`src/rtl/neander_premem_if.sv`:
```
// Memory port of the Neander front end: a single req/ack channel.
// The master (datapath front end) raises req with addr/we/wdata already valid.
// The slave (memory) completes the access by returning ack. For reads,
// rdata must be valid in the same cycle as ack.
// Signals: req, we, addr, wdata (master->slave); rdata, ack (slave->master).
interface neander_premem_if #(
  parameter int ADDR_W = 8,
  parameter int DATA_W = 8
) ();
  logic              req;
  logic              we;
  logic [ADDR_W-1:0] addr;
  logic [DATA_W-1:0] wdata;
  logic [DATA_W-1:0] rdata;
  logic              ack;

  modport master (output req, output we, output addr, output wdata,
                  input  rdata, input ack);
  modport slave  (input  req, input  we, input  addr, input  wdata,
                  output rdata, output ack);
endinterface

```
`src/rtl/neander_premem.sv`:
```
// neander_premem -- memory-side front end of the Neander datapath.
// It owns PC, REM and the RI opcode field. It sequences these accesses
// over a req/ack port:
//   - instruction fetch
//   - operand-address fetch
//   - data read
//   - STA write
// It then hands the operand, usel and a one-cycle load strobe to the
// accumulator/ULA stage.
// Ports:
//   clock, nreset        single clock, asynchronous active-low reset
//   mem (master)         req/we/addr/wdata out, rdata/ack in
//   ac, ac_zero, ac_neg  accumulator value and flags from the ULA stage
//   operando, usel       operand and ULA select for the ULA stage
//   ac_we, ac_ld         one-cycle strobes: ALU result load / LDA load
//   pc, halted, err      program counter, HALT indication, sticky timeout
// Optional feature, controlled by the macro MEM_TIMEOUT_EN:
//   When defined, an access that waits TIMEOUT_CYC cycles without ack
//   is abandoned. err is then set and the machine halts.
module neander_premem #(
  parameter int                ADDR_W      = 8,
  parameter int                DATA_W      = 8,
  parameter logic [ADDR_W-1:0] RESET_PC    = {ADDR_W{1'b0}},
  parameter int                TIMEOUT_CYC = 15
) (
  input  logic                  clock,
  input  logic                  nreset,
  neander_premem_if.master      mem,
  input  logic [DATA_W-1:0]     ac,
  input  logic                  ac_zero,
  input  logic                  ac_neg,
  output logic [DATA_W-1:0]     operando,
  output logic [1:0]            usel,
  output logic                  ac_we,
  output logic                  ac_ld,
  output logic [ADDR_W-1:0]     pc,
  output logic                  halted,
  output logic                  err
);
  typedef enum logic [2:0] {
    F_OP   = 3'd0,
    DEC    = 3'd1,
    F_ADDR = 3'd2,
    EX_RD  = 3'd3,
    EX_AC  = 3'd4,
    EX_WR  = 3'd5,
    HALT   = 3'd6
  } state_t;

  localparam logic [3:0] OP_NOP = 4'h0, OP_STA = 4'h1, OP_LDA = 4'h2, OP_ADD = 4'h3;
  localparam logic [3:0] OP_OR  = 4'h4, OP_AND = 4'h5, OP_NOT = 4'h6, OP_JMP = 4'h8;
  localparam logic [3:0] OP_JN  = 4'h9, OP_JZ  = 4'hA, OP_HLT = 4'hF;

  state_t              state_r, state_nxt;
  logic [ADDR_W-1:0]   pc_r, pc_nxt, rem_r, rem_nxt, addr_r, addr_nxt;
  logic [3:0]          op_r, op_nxt;
  logic [DATA_W-1:0]   wdata_r, wdata_nxt, operando_r, operando_nxt;
  logic [1:0]          usel_r, usel_nxt;
  logic                req_r, req_nxt, we_r, we_nxt;
  logic                ac_we_r, ac_we_nxt, ac_ld_r, ac_ld_nxt;
  logic                halted_r, err_r, err_nxt;
  logic                done_s;
  logic [ADDR_W-1:0]   pc_inc_s;
  logic [3:0]          rd_op_s;

`ifdef MEM_TIMEOUT_EN
  localparam int TMO_W = $clog2(TIMEOUT_CYC + 1);
  localparam logic [TMO_W-1:0] TMO_LAST = TMO_W'(TIMEOUT_CYC - 1);
  logic [TMO_W-1:0] tmo_r, tmo_nxt;
`endif

  assign done_s   = req_r & mem.ack;
  assign pc_inc_s = pc_r + {{(ADDR_W-1){1'b0}}, 1'b1};
  assign rd_op_s  = mem.rdata[DATA_W-1 -: 4];

  assign mem.req   = req_r;
  assign mem.we    = we_r;
  assign mem.addr  = addr_r;
  assign mem.wdata = wdata_r;
  assign operando  = operando_r;
  assign usel      = usel_r;
  assign ac_we     = ac_we_r;
  assign ac_ld     = ac_ld_r;
  assign pc        = pc_r;
  assign halted    = halted_r;
  assign err       = err_r;

  // Next-state and next-output logic. Every memory state first spends one
  // idle cycle raising req, then holds req until ack completes the access.
  always_comb begin
    state_nxt    = state_r;
    pc_nxt       = pc_r;
    rem_nxt      = rem_r;
    op_nxt       = op_r;
    addr_nxt     = addr_r;
    wdata_nxt    = wdata_r;
    operando_nxt = operando_r;
    usel_nxt     = usel_r;
    req_nxt      = req_r;
    we_nxt       = we_r;
    ac_we_nxt    = 1'b0;
    ac_ld_nxt    = 1'b0;
    err_nxt      = err_r;
`ifdef MEM_TIMEOUT_EN
    tmo_nxt      = tmo_r;
`endif
    case (state_r)
      F_OP: begin
        if (!req_r) begin
          req_nxt  = 1'b1;
          we_nxt   = 1'b0;
          addr_nxt = pc_r;
        end else if (done_s) begin
          req_nxt   = 1'b0;
          op_nxt    = rd_op_s;
          pc_nxt    = pc_inc_s;
          state_nxt = DEC;
          // NOT needs no operand. Its strobe is raised here so it is
          // visible during the DEC cycle.
          if (rd_op_s == OP_NOT) begin
            ac_we_nxt = 1'b1;
            usel_nxt  = 2'b11;
          end else begin
            ac_we_nxt = 1'b0;
          end
        end else begin
          req_nxt = 1'b1;
        end
      end
      DEC: begin
        case (op_r)
          OP_HLT:                             state_nxt = HALT;
          OP_STA, OP_LDA, OP_ADD, OP_OR,
          OP_AND, OP_JMP, OP_JN, OP_JZ:       state_nxt = F_ADDR;
          default:                            state_nxt = F_OP;
        endcase
      end
      F_ADDR: begin
        if (!req_r) begin
          req_nxt  = 1'b1;
          we_nxt   = 1'b0;
          addr_nxt = pc_r;
        end else if (done_s) begin
          req_nxt   = 1'b0;
          rem_nxt   = mem.rdata[ADDR_W-1:0];
          pc_nxt    = pc_inc_s;
          state_nxt = F_OP;
          case (op_r)
            OP_JMP: pc_nxt = mem.rdata[ADDR_W-1:0];
            OP_JN: begin
              if (ac_neg) pc_nxt = mem.rdata[ADDR_W-1:0];
              else        pc_nxt = pc_inc_s;
            end
            OP_JZ: begin
              if (ac_zero) pc_nxt = mem.rdata[ADDR_W-1:0];
              else         pc_nxt = pc_inc_s;
            end
            OP_STA: begin
              wdata_nxt = ac;
              state_nxt = EX_WR;
            end
            OP_LDA, OP_ADD, OP_OR, OP_AND: state_nxt = EX_RD;
            default:                       state_nxt = F_OP;
          endcase
        end else begin
          req_nxt = 1'b1;
        end
      end
      EX_RD: begin
        if (!req_r) begin
          req_nxt  = 1'b1;
          we_nxt   = 1'b0;
          addr_nxt = rem_r;
        end else if (done_s) begin
          req_nxt      = 1'b0;
          operando_nxt = mem.rdata;
          state_nxt    = EX_AC;
          // The strobe is raised here so that it coincides with the EX_AC cycle.
          case (op_r)
            OP_LDA:  ac_ld_nxt = 1'b1;
            OP_ADD:  begin ac_we_nxt = 1'b1; usel_nxt = 2'b00; end
            OP_OR:   begin ac_we_nxt = 1'b1; usel_nxt = 2'b01; end
            OP_AND:  begin ac_we_nxt = 1'b1; usel_nxt = 2'b10; end
            default: ac_we_nxt = 1'b0;
          endcase
        end else begin
          req_nxt = 1'b1;
        end
      end
      EX_AC:   state_nxt = F_OP;
      EX_WR: begin
        if (!req_r) begin
          req_nxt  = 1'b1;
          we_nxt   = 1'b1;
          addr_nxt = rem_r;
        end else if (done_s) begin
          req_nxt   = 1'b0;
          we_nxt    = 1'b0;
          state_nxt = F_OP;
        end else begin
          req_nxt = 1'b1;
        end
      end
      HALT:    state_nxt = HALT;
      default: state_nxt = F_OP;
    endcase
`ifdef MEM_TIMEOUT_EN
    // Only stalled cycles are counted. If ack arrives in the limit cycle,
    // done_s is set, this branch is not taken and no error is raised.
    if (req_r && !mem.ack) begin
      if (tmo_r == TMO_LAST) begin
        req_nxt   = 1'b0;
        we_nxt    = 1'b0;
        err_nxt   = 1'b1;
        state_nxt = HALT;
        tmo_nxt   = {TMO_W{1'b0}};
      end else begin
        tmo_nxt = tmo_r + {{(TMO_W-1){1'b0}}, 1'b1};
      end
    end else begin
      tmo_nxt = {TMO_W{1'b0}};
    end
`endif
  end

  // State and registered-output update; reset drops any pending request at once.
  always_ff @(posedge clock or negedge nreset) begin
    if (!nreset) begin
      state_r    <= F_OP;
      pc_r       <= RESET_PC;
      rem_r      <= {ADDR_W{1'b0}};
      op_r       <= 4'h0;
      addr_r     <= {ADDR_W{1'b0}};
      wdata_r    <= {DATA_W{1'b0}};
      operando_r <= {DATA_W{1'b0}};
      usel_r     <= 2'b00;
      req_r      <= 1'b0;
      we_r       <= 1'b0;
      ac_we_r    <= 1'b0;
      ac_ld_r    <= 1'b0;
      halted_r   <= 1'b0;
      err_r      <= 1'b0;
`ifdef MEM_TIMEOUT_EN
      tmo_r      <= {TMO_W{1'b0}};
`endif
    end else begin
      state_r    <= state_nxt;
      pc_r       <= pc_nxt;
      rem_r      <= rem_nxt;
      op_r       <= op_nxt;
      addr_r     <= addr_nxt;
      wdata_r    <= wdata_nxt;
      operando_r <= operando_nxt;
      usel_r     <= usel_nxt;
      req_r      <= req_nxt;
      we_r       <= we_nxt;
      ac_we_r    <= ac_we_nxt;
      ac_ld_r    <= ac_ld_nxt;
      halted_r   <= (state_nxt == HALT);
      err_r      <= err_nxt;
`ifdef MEM_TIMEOUT_EN
      tmo_r      <= tmo_nxt;
`endif
    end
  end
endmodule

```
`src/flat_wrapper.sv`:
```
// flat-port wrapper written by rule: the top's interface ports become plain ports
module neander_premem_flat 
#(
  parameter int                ADDR_W      = 8,
  parameter int                DATA_W      = 8,
  parameter logic [ADDR_W-1:0] RESET_PC    = {ADDR_W{1'b0}},
  parameter int                TIMEOUT_CYC = 15
)
  (clock, nreset, ac, ac_zero, ac_neg, operando, usel, ac_we, ac_ld, pc, halted, err, mem_req, mem_we, mem_addr, mem_wdata, mem_rdata, mem_ack);
  neander_premem_if #(.ADDR_W(ADDR_W), .DATA_W(DATA_W)) mem_i ();
  input  logic clock;
  input  logic nreset;
  input  logic [DATA_W-1:0] ac;
  input  logic ac_zero;
  input  logic ac_neg;
  output logic [DATA_W-1:0] operando;
  output logic [1:0] usel;
  output logic ac_we;
  output logic ac_ld;
  output logic [ADDR_W-1:0] pc;
  output logic halted;
  output logic err;
  output wire logic [$bits(mem_i.req)-1:0] mem_req;
  output wire logic [$bits(mem_i.we)-1:0] mem_we;
  output wire logic [$bits(mem_i.addr)-1:0] mem_addr;
  output wire logic [$bits(mem_i.wdata)-1:0] mem_wdata;
  input wire logic [$bits(mem_i.rdata)-1:0] mem_rdata;
  input wire logic [$bits(mem_i.ack)-1:0] mem_ack;
  assign mem_req = mem_i.req;
  assign mem_we = mem_i.we;
  assign mem_addr = mem_i.addr;
  assign mem_wdata = mem_i.wdata;
  assign mem_i.rdata = mem_rdata;
  assign mem_i.ack = mem_ack;
  neander_premem #(.ADDR_W(ADDR_W), .DATA_W(DATA_W), .RESET_PC(RESET_PC), .TIMEOUT_CYC(TIMEOUT_CYC)) u_core (.clock(clock), .nreset(nreset), .mem(mem_i), .ac(ac), .ac_zero(ac_zero), .ac_neg(ac_neg), .operando(operando), .usel(usel), .ac_we(ac_we), .ac_ld(ac_ld), .pc(pc), .halted(halted), .err(err));
endmodule
```
`config.mk`:
```
export PLATFORM = sky130hd
export DESIGN_NAME = neander_premem_flat
export DESIGN_NICKNAME = d
export VERILOG_FILES = /design/src/rtl/neander_premem_if.sv /design/src/rtl/neander_premem.sv /design/src/flat_wrapper.sv
export SDC_FILE = /design/constraint.sdc
export NUM_CORES = 1
export LEC_CHECK = 0
export BUFFER_PORTS_ARGS = -buffer_cell sky130_fd_sc_hd__buf_2
export CAP_MARGIN = 20
export CORE_MARGIN = 2
export CORE_UTILIZATION = 35
export DETAILED_ROUTE_END_ITERATION = 10
export PLACE_DENSITY = 0.59
export SYNTH_ARGS = -nofsm -noshare
export SYNTH_HDL_FRONTEND = slang
export SYNTH_SLANG_ARGS = --single-unit
```
`constraint.sdc`:
```
create_clock -name clock -period 1.7 [get_ports clock]
set_input_delay 0.34 -clock clock [delete_from_list [all_inputs] [get_ports clock]]
set_output_delay 0.34 -clock clock [all_outputs]
set_load 0.03 [all_outputs]
```
==> impl.org <==
** STA
- Total of endpoints with negative setup slack in the final report :: 0
- The number of failing hold endpoints at the final stage was 0.
- In the finished design, the share of the clock period the worst path needs comes to 0.985.
- Clock skew on the completed layout was measured at 0.00661 ns.
- The final max-slew violation count is 0.
- Based on the critical path, the design can be clocked at up to 597 MHz.
- Final sum of negative setup slack :: 0 ns
- Crit path time final :: 1.67 ns

** Placement
- Placement Cell Area :: 0.00326 sq mm
- Port buffering added 59 buffers.
- Routability-driven placement finished with a final weighted congestion of 0.790.
- Post-detailed-placement half-perimeter wirelength :: about 4.8 mm
- DP Cell Count :: 416

** CTS
- In this run the clock root is driven by a sky130_fd_sc_hd__clkbuf_8.
- Clock insertion delay at the later pin of the skew report :: 0.31 ns
- The longest clock path from root to sink contains 2 buffers.
- Clock-pin slew was measured on the worst setup and hold paths at 0.10 ns.
- TritonCTS clock tree :: done
- In this run the post-CTS setup repair buffer count came out at 0.
- # clock sinks :: 54
- The number of clock buffers added by TritonCTS is 5.
- Depth of the CTS H-tree :: 2

** Synthesis
- After synthesis the netlist holds a flip-flop and latch count of 54.
- The share of the Yosys chip area taken by registers is 0.496.
- Async set-reset flop share out of synthesis :: 1.00
- When the netlist entered floorplanning its net count stood at 269.
- Count of distinct cell types in the synthesized netlist :: 53
- Gate count of the mapped netlist :: 247
- Multiplexer share of the synthesized area :: 0.165
- Post-synthesis instance area :: approximately 0.0027 sq mm
- Yosys Warn Count :: 0
- In the synthesized netlist the dominant register cell turns out to be sky130_fd_sc_hd__dfrtp_1.
- Xor/xnor share of the synthesized area :: 0.0152
- The average instance in the mapped netlist occupies 11.0 sq um.
- Of the total synthesized cell area, the portion taken by AND, OR, NAND and NOR gates is 0.164.
- Of the total synthesized cell area, the portion taken by full adders, half adders and majority gates is 0.00459.
- Number of enable-type register cells in the synthesized netlist :: 0
- The fraction of the mapped netlist area in compound gates came to 0.115.
- Largest family of logic cells by synthesized area :: multiplexers

** Setup path
- The number of cells on the worst reg-to-reg path is 5.
- Worst Path Arrival :: 1.91 ns
- Among all stages on the critical path, the largest delay is contributed by sky130_fd_sc_hd__dfrtp_1.
- For this run, the slowest stage of the critical path takes 0.47 ns.
- The signal on the critical path passes through buf_4, or2_2, a2111oi_1, a31oi_1, o22ai_1.
- Critical R2R Capture :: u_core.state_r[0]$_DFF_PN0_
- At the worst endpoint, the required time is 1.93 ns.
- The critical path is of the flip-flop to flip-flop type.
- The worst setup path is captured at a flip-flop.
- R2R Setup Slk :: 0.03 ns
- The startpoint identified for the worst register-to-register timing path is u_core.op_r[3]$_DFFE_PN0P_.
- The worst setup path is launched from a flip-flop.
- Of all nets on the critical path, the largest fanout is 8.

** Drt
- Summed over all layers, the routed wires come to 6.30 mm.
- The first routing iteration left 155 violations.
- Drt first pass iters :: 4
- Drt wl/cell :: 14.8 um
- The final route contains 2167 vias.
- In the routed layout, each cell is associated on average with a via count of 5.10.
- Number of remaining DRC errors :: 0
- The detail route stage leaves a number of antenna-violating nets equal to 0.

** Floorplan
- Starting density of the core :: 0.356
- Pin placement for this block handled 61 I/O pins.
- Die footprint :: 0.00851 sq mm
- The total area inside the core boundary comes to 0.00765 sq mm.
- The die is 92.2 um wide.
- The floorplan has 32 rows.
- Measured along the y axis, the die boundary spans 92.2 um.

** Layout
- Core utilization of the finished layout :: 0.446
- After routing the design area is 0.00341 sq mm.
- Fill cell count :: 750
- 0 antenna diodes ended up in the layout.
- In the final design database the tool counted 344 nets.
- Compared with the post-synthesis result, the final layout area differs by 25.0%.
- After the flow finishes, the layout carries non-filler instances totaling roughly 430.
- Layout cells sized above 1 :: 0.399

** Global routing
- The first global-routing pass estimated 10.7 mm of wire.
- Antenna violations before repair :: 0
- Entering global routing, the biggest net connects 31 pins.
- Number of global-route vias before repair :: 2135
- For this run, the total global-route usage over all layers was measured as 0.156.
- Overflow left after global routing :: 0

** Power and ir drop
- Total net switching power :: 0.00301 W
- Clock share of power :: 0.131
- Power density of the placed cells :: between 1500 and 2000 mW/mm^2
- Highest ir drop seen on vdd :: 0.655 mV
- Summed over all cells, the static leakage comes to between 1.5 and 2 nW.
- Relative contribution of combinational cells to total power :: 0.529
- The share of total power dissipated in sequential elements is 0.340.
- Of the total power, the share spent switching nets is 0.444.
- The internal power of the cells totals about 0.0038 W.

** Worst hold path
- The path with the worst hold slack has its endpoint at u_core.mem.wdata[6]$_DFFE_PN0P_.
- The path class of the tightest hold or removal check is input port to flip-flop.
- The worst hold path begins at ac[6].
- The worst hold path was traced through 2 stages.

** Run
- Across the run, the number of max-cap violations was 0.

** Outcome
- The flow ran to the end, and the final reports show no timing, DRC or antenna violations.
## worst max path at each step
stage                     slack [ns]                        endpoint                        start
after detailed placement        0.05     u_core.state_r[0]$_DFF_PN0_   u_core.op_r[3]$_DFFE_PN0P_
after CTS                      0.003     u_core.state_r[0]$_DFF_PN0_   u_core.op_r[3]$_DFFE_PN0P_
after global placement          0.06     u_core.state_r[0]$_DFF_PN0_   u_core.op_r[3]$_DFFE_PN0P_
after global routing           -0.02     u_core.state_r[0]$_DFF_PN0_   u_core.op_r[3]$_DFFE_PN0P_
after floorplan                 0.07  u_core.mem.addr[0]$_DFFE_PN0P_  u_core.state_r[1]$_DFF_PN0_
final                           0.03     u_core.state_r[0]$_DFF_PN0_   u_core.op_r[3]$_DFFE_PN0P_
## layout by cell type (no fill, tap or decap), types with 9 or more instances in the layout
cell type | synthesis | final
sky130_fd_sc_hd__mux2_2 | 20 | 20
sky130_fd_sc_hd__a21oi_1 | 20 | 20
sky130_fd_sc_hd__nand3_1 | 15 | 15
sky130_fd_sc_hd__dfrtp_1 | 54 | 53
sky130_fd_sc_hd__buf_4 | 4 | 24
sky130_fd_sc_hd__buf_2 | 6 | 59
sky130_fd_sc_hd__nand2_1 | 13 | 13
sky130_fd_sc_hd__mux2_1 | 11 | 11
sky130_fd_sc_hd__nor2_1 | 9 | 9
## synthesized netlist by cell type, types with 3 or more instances
cell | count | area [sq um]
sky130_fd_sc_hd__or3_1 | 3 | 18.8
sky130_fd_sc_hd__o21ai_0 | 7 | 35.0
sky130_fd_sc_hd__mux2_2 | 20 | 225
sky130_fd_sc_hd__dfrtp_1 | 54 | 1350
sky130_fd_sc_hd__buf_4 | 4 | 30.0
sky130_fd_sc_hd__nor2b_1 | 5 | 31.3
sky130_fd_sc_hd__nand2_1 | 13 | 48.8
sky130_fd_sc_hd__mux2_1 | 11 | 124
sky130_fd_sc_hd__nor4_1 | 3 | 18.8
sky130_fd_sc_hd__and2_1 | 4 | 25.0
sky130_fd_sc_hd__nor3_1 | 4 | 20.0
sky130_fd_sc_hd__mux2i_1 | 7 | 70.1
sky130_fd_sc_hd__nand4_1 | 7 | 43.8
sky130_fd_sc_hd__nor2_1 | 9 | 33.8
sky130_fd_sc_hd__buf_2 | 6 | 30.0
sky130_fd_sc_hd__nand3_1 | 15 | 75.1
sky130_fd_sc_hd__o22ai_1 | 6 | 37.5
sky130_fd_sc_hd__and3_1 | 3 | 18.8
sky130_fd_sc_hd__clkbuf_1 | 6 | 22.5
sky130_fd_sc_hd__a21oi_1 | 20 | 100
## sequential cells by signal (all words and copies together), names as in the netlist
| name | flops |
|---|---|
| u_core.op_r | 4 |
| u_core.halted | 1 |
| u_core.rem_r | 8 |
| u_core.mem.addr | 8 |
| u_core.mem.we | 1 |
| u_core.usel | 2 |
| u_core.state_r | 3 |
| u_core.ac_ld | 1 |
| u_core.operando | 8 |
| u_core.pc | 8 |
| u_core.mem.req | 1 |
| u_core.ac_we | 1 |
| u_core.mem.wdata | 8 |
## layout make-up
class | instances | area [sq um] | share of cell area
Sequential cell | 54 | 1350 | 0.397
Multi-Input combinational cell | 173 | 1300 | 0.381
Timing Repair Buffer | 85 | 505 | 0.148
Tap cell | 102 | 128 | 0.0375
Clock buffer | 5 | 68.8 | 0.0202
Clock inverter | 3 | 43.8 | 0.0129
Inverter | 3 | 11.3 | 0.00331
## per-layer routing
metal	GRT usage	wire, um
met5	0	0
met4	0.0373	67
met2	0.238	2880
met3	0.0263	202
met1	0.232	3150
## cell families (layout without fill, tap and decap cells)
kind of cell,Yosys count,in the layout
compound gates,49,49
other cells,1,1
mux,40,40
fa+ha+maj,1,1
simple gates,79,79
buf+inv,20,96
xor+xnor,3,3
flops,54,54
## per-stage QoR
| stage | total power [W] | hold slack [ns] | worst slack (ns) |
|---|---|---|---|
| after CTS | 0.00679 | 0.231 | 0.00273 |
| after global routing | 0.00727 | 0.247 | -0.0231 |
| after detailed placement | 0.00589 | 0.302 | 0.0491 |
| after global placement | 0.00581 | 0.293 | 0.0647 |
| after floorplan | 0.00477 | 0.0444 | 0.0728 |
| final | 0.00679 | 0.237 | 0.0262 |
## power by group through the flow
stage	clock network (W)	registers (W)	logic, W
detailed placement	0	0.00233	0.00355
finish	0.000887	0.00231	0.00359
CTS	0.000912	0.00231	0.00357
global route	0.000952	0.00239	0.00393
floorplan	0	0.00291	0.00186
global placement	0	0.00231	0.00350
## critical path, delay by kind of cell, from the launching register on
family | cells | cell delay (ns)
simple gates | 1 | 0.27
flops | 1 | 0.47
buf+inv | 1 | 0.20
compound gates | 3 | 0.66
## what timing repair did
| item | CTS | global route |
|---|---|---|
| resized for setup | 0 | 8 |
| endpoints found under the setup margin | 0 | 14 |
| hold buffers | 1 | 0 |
| hold endpoints to repair | 15 | 0 |
(Power assumes the default switching activity.)
